<file path="config.mk">
export PLATFORM = sky130hd
export DESIGN_NAME = sos_gen_module_flat
export DESIGN_NICKNAME = d
export VERILOG_FILES = /design/src/rtl/sos_gen_module_if.sv /design/src/rtl/sos_gen_module.sv /design/src/flat_wrapper.sv
export SDC_FILE = /design/constraint.sdc
export NUM_CORES = 1
export LEC_CHECK = 0
export BUFFER_PORTS_ARGS = -buffer_cell sky130_fd_sc_hd__buf_2
export CAP_MARGIN = 10
export CORE_MARGIN = 8
export CORE_UTILIZATION = 45
export CTS_BUF_LIST = sky130_fd_sc_hd__clkbuf_16
export DETAILED_ROUTE_END_ITERATION = 7
export GPL_TIMING_DRIVEN = 0
export PLACE_DENSITY = 0.66
export SLEW_MARGIN = 20
export SYNTH_ARGS = -nofsm -noshare
export SYNTH_HDL_FRONTEND = slang
export SYNTH_SLANG_ARGS = --single-unit
</file>
<file path="constraint.sdc">
create_clock -name CLK -period 5.7 [get_ports CLK]
set_input_delay 0 -clock CLK [delete_from_list [all_inputs] [get_ports CLK]]
set_output_delay 0 -clock CLK [all_outputs]
set_load 0.01 [all_outputs]
</file>
<file path="src/rtl/sos_gen_module_if.sv">
// Start/status bundle between the trigger-to-enable stage, the SOS generator and the buzzer.
interface sos_gen_module_if;
    logic SOS_En_Sig;
    logic Pin_Out;
    logic Busy_Sig;
    logic Done_Sig;

    modport master (output SOS_En_Sig, input Pin_Out, Busy_Sig, Done_Sig);
    modport slave  (input SOS_En_Sig, output Pin_Out, Busy_Sig, Done_Sig);
endinterface

</file>
<file path="src/rtl/sos_gen_module.sv">
// Plays one Morse "... --- ..." on Pin_Out per accepted start pulse, then pulses Done_Sig.
module sos_gen_module #(
    parameter int T_UNIT = 5_000_000
) (
    input  logic             CLK,
    input  logic             RST,
    sos_gen_module_if.slave  bus
);
    localparam int CW = $clog2(3 * T_UNIT + 1);
    // Counter is loaded with duration-1 so a phase lasts exactly its nominal length.
    localparam logic [CW-1:0] ONE_LD   = CW'(T_UNIT - 1);
    localparam logic [CW-1:0] THREE_LD = CW'(3 * T_UNIT - 1);

    typedef enum logic [1:0] {IDLE, ON, OFF, DONE} state_t;

    state_t        state;
    logic [3:0]    idx;
    logic [CW-1:0] cnt;
    logic          pin_q, busy_q, done_q;

    function automatic logic [CW-1:0] on_load(input logic [3:0] i);
        return (i >= 4'd3 && i <= 4'd5) ? THREE_LD : ONE_LD;
    endfunction

    function automatic logic [CW-1:0] gap_load(input logic [3:0] i);
        return (i == 4'd2 || i == 4'd5) ? THREE_LD : ONE_LD;
    endfunction

    always_ff @(posedge CLK or posedge RST) begin
        if (RST) begin
            state  <= IDLE;
            idx    <= '0;
            cnt    <= '0;
            pin_q  <= 1'b0;
            busy_q <= 1'b0;
            done_q <= 1'b0;
        end else begin
            case (state)
                IDLE: begin
                    done_q <= 1'b0;
                    if (bus.SOS_En_Sig) begin
                        idx    <= '0;
                        cnt    <= on_load(4'd0);
                        pin_q  <= 1'b1;
                        busy_q <= 1'b1;
                        state  <= ON;
                    end
                end
                ON: begin
                    if (cnt == '0) begin
                        pin_q <= 1'b0;
                        if (idx == 4'd8) begin
                            busy_q <= 1'b0;
                            done_q <= 1'b1;
                            state  <= DONE;
                        end else begin
                            cnt   <= gap_load(idx);
                            state <= OFF;
                        end
                    end else begin
                        cnt <= cnt - 1'b1;
                    end
                end
                OFF: begin
                    if (cnt == '0) begin
                        idx   <= 4'(idx + 1'b1);
                        cnt   <= on_load(4'(idx + 1'b1));
                        pin_q <= 1'b1;
                        state <= ON;
                    end else begin
                        cnt <= cnt - 1'b1;
                    end
                end
                DONE: begin
                    done_q <= 1'b0;
                    state  <= IDLE;
                end
                default: state <= IDLE;
            endcase
        end
    end

    assign bus.Pin_Out  = pin_q;
    assign bus.Busy_Sig = busy_q;
    assign bus.Done_Sig = done_q;
endmodule

</file>
<file path="src/flat_wrapper.sv">
// flat-port wrapper written by rule: the top's interface ports become plain ports
module sos_gen_module_flat 
#(
    parameter int T_UNIT = 5_000_000
)
  (CLK, RST, bus_SOS_En_Sig, bus_Pin_Out, bus_Busy_Sig, bus_Done_Sig);
  sos_gen_module_if bus_i ();
  input  logic CLK;
  input  logic RST;
  input wire logic [$bits(bus_i.SOS_En_Sig)-1:0] bus_SOS_En_Sig;
  output wire logic [$bits(bus_i.Pin_Out)-1:0] bus_Pin_Out;
  output wire logic [$bits(bus_i.Busy_Sig)-1:0] bus_Busy_Sig;
  output wire logic [$bits(bus_i.Done_Sig)-1:0] bus_Done_Sig;
  assign bus_i.SOS_En_Sig = bus_SOS_En_Sig;
  assign bus_Pin_Out = bus_i.Pin_Out;
  assign bus_Busy_Sig = bus_i.Busy_Sig;
  assign bus_Done_Sig = bus_i.Done_Sig;
  sos_gen_module #(.T_UNIT(T_UNIT)) u_core (.CLK(CLK), .RST(RST), .bus(bus_i));
endmodule
</file>
---- Yosys cells after proc, flatten, opt, wreduce, memory -nomap -nowiden ----
Index checks and enable logic that the tools add are counted.
word-level totals
  register bits ........................... 33
  word-level logic and storage cells ...... 61
  input bits .............................. 3
  output and inout port bits .............. 3
operators by class
  add/subtract/negate cells ............... 2
  $lt $le $gt $ge ......................... 2
  equal/unequal tests ..................... 11
  reduce and logical (&&, ||, !) cells .... 15
  multiplexer cells ....................... 25
operators with widths
  operator               count
  $mux 24                6
  $pmux 24 s3            1
  $logic_not 24->1       1
  $sub 24x1->24 const B  1
  $reduce_and 3->1       4
  $mux 1                 8
  $mux 4                 2
  $pmux 2 s4             1
  $pmux 4 s2             1
  $reduce_and 4->1       2
  $mux 2                 3
  $ne 2x1->1 const B     3
  $reduce_bool 2->1      3
  $add 4x1->4 const B    1
  $eq 2x2->1 const B     2
  $eq 4x2->1 const B     1
  $eq 4x3->1 const B     1
  $eq 4x4->1 const B     1
  $ge 4x2->1 const B     1
  $le 4x3->1 const B     1
  $pmux 1 s2             2
  $ne 3x3->1 const B     1
  $pmux 1 s3             1
  $reduce_bool 3->1      1
  6 further kinds        6

---- Depth between registers and ports, before layout ----
Gate-level depths: netlist of the first run.
  depth after elaboration ................. 6
  gate-level depth with buffers ........... 10
  gate-level depth less buffers ........... 8

---- Worst setup path before layout of the first run ----
No wires, ideal clock.
  path type ............................... flip-flop to flip-flop
  start ................................... register u_core.cnt[8]
  end ..................................... register u_core.idx[3]
  clock period less this slack ............ 2.840 ns
  arrival ................................. 2.773 ns
  slack ................................... 2.860 ns
  stages on the path, launching flop included .. 8
  required time ........................... 5.633 ns
  cell sequence ........................... dfrtp_1 > or4_4 > or4_4 > buf_6 > or4_4 > or4_1 > nand2_1 > a22o_1
on the way
  cells in the longest elaborated chain, start to end .. 3
ends and longest elaborated chain
  item                               RTL line              source
  start: declaration                 sos_gen_module.sv:18  logic [CW-1:0] cnt;
  start signal: assignment           sos_gen_module.sv:43  cnt <= on_load(4'd0);
  start signal: assignment           sos_gen_module.sv:57  cnt <= gap_load(idx);
  start signal: assignment           sos_gen_module.sv:61  cnt <= cnt - 1'b1;
  $logic_not 24->1                   sos_gen_module.sv:65  if (cnt == '0) begin
  $ne 2x1->1 (no source line)        -
  $reduce_and 3->1 (no source line)  -
  end signal: assignment             sos_gen_module.sv:66  idx <= 4'(idx + 1'b1);
  end: declaration                   sos_gen_module.sv:17  logic [3:0] idx;
No other way between the ends.
A chain may end at the register's enable or synchronous reset.

---- Worst setup path after layout of the first run ----
  start ................................... register u_core.cnt[8]
  end ..................................... register u_core.cnt[9]
on the way
  cells in the longest elaborated chain, start to end .. 3
  elaborated cells between the ends (all ways) .. 7
  those cells by class .................... add/sub (1); eq/ne (1); mux (3); reduce/logical (2)
ends and longest elaborated chain
  item                                                      RTL line
  $sub 24x1->24 / $logic_not 24->1 (equally long branches)  -
  $mux 24 (tied with other cells)                           sos_gen_module.sv:65
  $pmux 24 s3 / $reduce_and 3->1 (equally long branches)    -
Parallel ways exist; a longest one is shown, timed or not.

==> impl_results.md, run 1 <==
* Outcome: complete, no violations
* Sequential share of the synthesized area at 37.9%
* Final #Nets at ~280
* First-pass GRT wire length at 9520 um
* Port Buffer Count at 5
* Initial Util at 46.4%
* GRT overflow at 0
* Largest net degree at the start of global routing at 34
* Final period utilization at 57.3%
* # setup viols final at 0
* CTS tree: built
* Vias at 1929
* FF+latch count, synth at 33
* Total negative slack at 0 ns
* Final min period at between 3 and 4 ns
* CP required at 5.87 ns
* Core footprint at between 4000 and 5000 um2
* Syn Inst Count at 250
* Top_reg_cell synth: dfrtp_1
* WL per Instance at 17.7 um
* Clock Root Buffer: clkbuf_16
* Worst-path maximum fanout at 10
* Crit start category: flop
* Post-DRT Antenna Nets at 0
* Simple-gate share of the synthesized area at 24.1%
* Relative slew slack at 49.0%
* Ant diodes at 0
* Iter 0 DRT Violations at 200
* Leakage at 1.01 nW
* Die Y at 85.6 um
* Compound-Gate Fraction of Synth Area at 22.2%
* Fin. Hold Viols at 0
* Gr usage total at 16.4%
* CP arrival at 3.43 ns
* Post-Synth XOR/XNOR Area at 3.22%
* Initial antenna violation count at 0
* Syn nets at 264
* Unique cell type count in the Yosys netlist at 48
* Worst-Skew Late Latency at 0.28 ns
* Crit Path Class: reg2reg
* Number of fill cells in the layout at 449
* Layout cells sized above 1 at 9.09%
* Post-Route Skew at about 0.0041 ns
* Synth cell count leaders: dfrtp_1 (33), nor2_1 (29), nand2_1 (23)
* Drt drc at 0
* Top cell type's share of synthesized area at 37.9%
* Die Wd at 85.6 um
* Area Overhead vs Synth at 12.4%
* CP endpoint kind: flop
* Async set-reset flop share out of synthesis at 100%
* Power Density at around 440 nW/um2
* Cell row count at 25
* Synth top area cells: dfrtp_1 (38%), ha_1 (6.3%), nor2_1 (5.0%), a22o_1 (4.4%), nand2_1 (4.0%)
* Clock-pin slew on the worst setup and hold paths at 0.06 ns
* Min-delay worst type: in2reg
* Worst Tran Pin Value at 0.762 ns
* Top-count cell post-synth: dfrtp_1
* Post-Synth Adder-Cell Area at 6.32%
* RSZ-0062 raised after global routing: false
* Max Fclk at 0.306 GHz
* Area of the die at ~7300 um2
* Routed WL at 5630 um
* Placed wire-length estimate at approximately 3800 um
* Largest family of logic cells by synthesized area: simple AND/OR/NAND/NOR gates
* Clock sink total at 33
* Clk buf depth at 2
* Post-Syn Area at about 2200 um2
* Max_cap viols at 0
* Post-synth EDFFs at 0
* Worst hold slack at 0.0315 ns
* Drt via density at 6.07
* Worst vdd ir at 0.209 mV
* Vias in the first global route at 1883
* Ys Warns at 0
* Cts bufs inserted at 5
* H-tree depth at 2
* Area leader, netlist: dfrtp_1
* Ports at 6
* Mux contribution to synthesized area at slightly above 2%
* Utilization after layout at around 52%
* Average size of a mapped cell at 8.71 um2
* Drt first pass iters at 4
* GP Congestion at between 0.8 and 0.9
* Max-slew violations at 0
[what timing repair did]
action	4_1_cts	5_1_grt
gates resized for setup	0	0
setup buffers	0	0
hold buffers	1	0
hold endpoints to repair	33	0
[power by group]
group	switching (mW)	internal, mW
combinational	0.246	0.158
clock	0.104	0.205
sequential	0.0654	0.292
[registers in the layout, summed over array words and instances, names as in the netlist]
signal and count:
u_core.cnt 24, u_core.bus.Done_Sig 1, u_core.state 2, u_core.bus.Pin_Out 1
u_core.idx 4, u_core.bus.Busy_Sig 1
[metrics by stage]
stage	area, um2	std cells	worst slack, ns	power, mW
2_1_floorplan	2180	250	2.86	0.644
3_3_place_gp	2270	309	2.45	0.748
3_5_place_dp	2270	309	2.48	0.757
4_1_cts	2450	318	2.47	1.07
5_1_grt	2450	318	2.15	1.14
6_report	2450	318	2.43	1.07
[critical path, stage by stage (launching register included)]
cell and delay, ns:
dfrtp_1 0.43, or4_4 0.59, or4_4 0.50, buf_6 0.16
nor4_2 0.62, nor2_1 0.23, clkbuf_1 0.29, o221a_2 0.33
[worst paths after layout]
path / slack [ns] / start / cells past startpoint / endpoint
max: 2.43 / u_core.cnt[8] / 7 / u_core.cnt[9]
min reg2reg: 0.50 / u_core.bus.Busy_Sig / 2 / u_core.bus.Busy_Sig
min in group asynchronous: 0.38 / RST / 3 / u_core.idx[2]
min: 0.03 / bus_SOS_En_Sig / 4 / u_core.bus.Pin_Out
max in group asynchronous: 4.85 / RST / 3 / u_core.idx[0]
max reg2reg: 2.43 / u_core.cnt[8] / 7 / u_core.cnt[9]
[per-layer routing]
metal	share of wire [%]	track usage (%)	wire [um]
met1	46	21.1	2590
met2	47	26.7	2650
met3	5.6	3.53	313
met4	1.2	4.78	69
met5	0	0	0
[cells by family after synthesis]
group | after synthesis
AOI/OAI and AO/OA | 70
adders and majority gates | 11
and+or+nand+nor | 102
buffers and inverters | 22
muxes | 4
DFF | 33
xor gates and xnor gates | 8
[final cells by class]
class | instances | area [um2] | share of cell area [%]
sequential | 33 | 826 | 33.8
timing repair buffer | 6 | 35.0 | 1.43
clock buffer | 5 | 125 | 5.12
multi-input combinational | 195 | 1260 | 51.5
buffer | 12 | 53.8 | 2.20
clock inverter | 3 | 41.3 | 1.69
tap | 54 | 67.6 | 2.76
inverter | 10 | 37.5 | 1.53
[placed cells by master, fill, tap and decap left out, types with 7 or more instances in the layout]
| master | count |
|---|---|
| nor2_1 | 29 |
| clkbuf_1 | 10 |
| ha_1 | 11 |
| nor3_1 | 10 |
| nor4_1 | 7 |
| a21oi_1 | 16 |
| a22o_1 | 11 |
| o21ai_0 | 12 |
| dfrtp_1 | 33 |
| inv_1 | 9 |
| nand2_1 | 23 |
Note: power is estimated with default switching activity, not from simulation.
==> run 2: changes to the inputs <==
--- a/config.mk
+++ b/config.mk
@@ -12,7 +12,7 @@
 export CTS_BUF_LIST = sky130_fd_sc_hd__clkbuf_16
 export DETAILED_ROUTE_END_ITERATION = 7
 export GPL_TIMING_DRIVEN = 0
-export PLACE_DENSITY = 0.66
+export PLACE_DENSITY = 0.68
 export SLEW_MARGIN = 20
 export SYNTH_ARGS = -nofsm -noshare
 export SYNTH_HDL_FRONTEND = slang
==> constraint.sdc (replaced) <==
create_clock -name CLK -period 2.8 [get_ports CLK]
set_input_delay 0 -clock CLK [delete_from_list [all_inputs] [get_ports CLK]]
set_output_delay 0 -clock CLK [all_outputs]
set_load 0.01 [all_outputs]
==> run 2 against run 1 <==
Setup slack worse by 2.5 ns. Cell count is 1.9% higher. Highest routed layer unchanged. Non-clock buffer count is 6 higher. Wire length is 1.1% higher. The run now ends with negative setup slack left. Critical path type unchanged. Via count is 3.6% higher. Die area stayed put. Combinational power is 120% higher. Critical path depth stayed put. Critical endpoint is now u_core.state[0].
==> impl_results.md, run 2 (synthesized netlist as in run 1, its figures left out) <==
* Top flop regs: u_core.cnt: 24 flops, u_core.idx: 4 flops, u_core.state: 2 flops (unchanged)
* Worst-Skew Late Latency at 0.28 ns (about the same)
* Failing checks: negative setup slack
* Most frequent cells in the layout: dfrtp_1 (33), nor2_1 (29), nand2_1 (19), a21oi_1 (15) (was dfrtp_1 (33), nor2_1 (29), nand2_1 (23), a21oi_1 (16), o21ai_0 (12))
* Crit start category: flop (unchanged)
* Max-slew violations at 0 (unchanged)
* Vias at 1998 (was 1929)
* Initial Util at 46.4% (unchanged)
* Ports at 6 (unchanged)
* Final period utilization at 101% (was 57.3%)
* Worst setup slack after placement at -0.352 ns (was 2.48 ns)
* Fin. Hold Viols at 0 (unchanged)
* Post-DRT Antenna Nets at 0 (unchanged)
* # setup viols final at 2 (was 0)
* Vias in the first global route at 2064 (was 1883)
* Largest net degree at the start of global routing at 34 (unchanged)
* Clock sink total at 33 (unchanged)
* Cts bufs inserted at 5 (unchanged)
* Met2 WL post-DR at 2710 um (was 2650 um)
* Max_cap viols at 0 (unchanged)
* Post-Route Skew at 0.00819 ns (was 0.00413 ns)
* CP required at 2.96 ns (was 5.87 ns)
* Largest register FFs at 24 (unchanged)
* Highest Signal Layer: met4 (unchanged)
* Layout cells sized above 1 at 16.7% (was 9.09%)
* Total negative slack at -0.0264 ns (was 0 ns)
* Drt drc at 0 (unchanged)
* Slowest-stage cell, CP: or4_4 (was nor4_2)
* Die Y at 85.6 um (unchanged)
* Clock Root Buffer: clkbuf_16 (unchanged)
* Most flops, register: u_core.cnt (unchanged)
* Area Overhead vs Synth at 18.3% (was 12.4%)
* Initial antenna violation count at 0 (unchanged)
* Max Fclk at 0.355 GHz (was 0.306 GHz)
* Reg2Reg Setup Slack at -0.02 ns (was 2.43 ns)
* Relative slew slack at 53.6% (was 49.0%)
* Clk buf depth at 2 (unchanged)
* Drt via density at 6.17 (was 6.07)
* Number of fill cells in the layout at 417 (was 449)
* Port Buffer Count at 5 (unchanged)
* Final #Nets at 283 (was 277)
* Worst Tran Pin Value at 0.695 ns (was 0.762 ns)
* WL per Instance at 17.6 um (was 17.7 um)
* CP endpoint kind: flop (unchanged)
* Routed WL at 5690 um (was 5630 um)
* M1 WL at 2530 um (was 2590 um)
* Met3 Wirelength at 298 um (was 313 um)
* Core footprint at 4690 um2 (unchanged)
* Worst setup margin at -0.0209 ns (was 2.43 ns)
* Die Wd at 85.6 um (unchanged)
* Clock-pin slew on the worst setup and hold paths at 0.06 ns (about the same)
* Min-delay worst type: in2reg (unchanged)
* RSZ-0062 raised after global routing: true (was false)
* Drt first pass iters at 5 (was 4)
* GP Congestion at 0.887 (was 0.827)
* CP arrival at 2.98 ns (was 3.43 ns)
* Iter 0 DRT Violations at 167 (was 200)
* Crit path cell chain: or4_4 > or4_4 > buf_8 > or3_1 > buf_8 > a21oi_1 > mux2_2 (was or4_4 > or4_4 > buf_6 > nor4_2 > nor2_1 > clkbuf_1 > o221a_2)
* Ant diodes at 0 (unchanged)
* Crit Path Class: reg2reg (unchanged)
* Area of the die at 7320 um2 (unchanged)
* Worst-path maximum fanout at 10 (unchanged)
* Gr usage total at 16.7% (was 16.4%)
* Total Power at 2.12 mW (was 1.07 mW)
* Final min period at 2.82 ns (was 3.27 ns)
* Cell row count at 25 (unchanged)
* CP peak stage delay at 0.54 ns (was 0.62 ns)
* CTS tree: built (unchanged)
* First-pass GRT wire length at 9800 um (was 9520 um)
* Outcome: finished, violations left (was complete, no violations)
* Leakage at 1.10 nW (was 1.01 nW)
* Power Density at 824 nW/um2 (was 438 nW/um2)
* Placed wire-length estimate at 3800 um (was 3830 um)
* GRT overflow at 0 (unchanged)
* Worst vdd ir at 0.473 mV (was 0.209 mV)
* H-tree depth at 2 (unchanged)
* Most common cell after layout, fill and taps aside: dfrtp_1 (unchanged)
## run 2: repair_timing
item                                   in CTS  in global routing
endpoints found under the hold margin      33                  0
hold buffers                                1                  0
pin swaps                                   3                  7
cloned                                      0                  0
gates resized for setup                    10                 19
buffers inserted                            3                  4
setup endpoints to repair                  24                 23
## run 2: path summary, 6_finish.rpt
path,startpoint,endpoint,cells after the start
worst max register to register,u_core.cnt[15],u_core.state[0],7
worst min-delay path,bus_SOS_En_Sig,u_core.bus.Busy_Sig,3
worst max-delay path,u_core.cnt[15],u_core.state[0],7
max in group asynchronous,RST,u_core.cnt[5],3
worst min register to register,u_core.bus.Done_Sig,u_core.bus.Done_Sig,1
min in group asynchronous,RST,u_core.idx[3],3
## run 2: where the power goes
part	switching [mW]	internal, mW	leakage, nW
Clock	0.201	0.321	0.0687
Combinational	0.514	0.358	0.622
Sequential	0.134	0.595	0.407
Total	0.849	1.27	1.10
## run 2: worst max-delay path, delay by kind of cell (launching register included)
family	cells	cell delay, ns
AO/OA/AOI/OAI	1	0.13
buffers and inverters	2	0.33
flip-flops	1	0.38
multiplexers	1	0.35
AND/OR/NAND/NOR	3	1.50
## run 2: stage by stage
stage | instances | area (um2) | utilization (%) | hold slack, ns
3_5_place_dp | 309 | 2270 | 48.4 | 0.161
6_report | 324 | 2580 | 54.9 | 0.0523
3_3_place_gp | 309 | 2270 | 48.4 | 0.333
5_1_grt | 324 | 2580 | 54.9 | 0.0677
2_1_floorplan | 250 | 2180 | - | 0.129
4_1_cts | 321 | 2480 | 52.9 | 0.0529
## run 2: cell type report
class	instances	area (um2)	area share (%)
Clock buffer	5	125	4.86
Sequential cell	33	826	32.1
Inverter	10	37.5	1.46
Multi-Input combinational cell	195	1330	51.6
Timing Repair Buffer	13	104	4.03
Clock inverter	3	12.5	0.486
Buffer	11	73.8	2.87
Tap cell	54	67.6	2.62
## run 2: per-layer routing
metal  track usage, %  vias up
met5                0        -
met2             25.6       63
met1             21.4      959
met3             4.01       17
li1                 -      959
met4             7.96        0
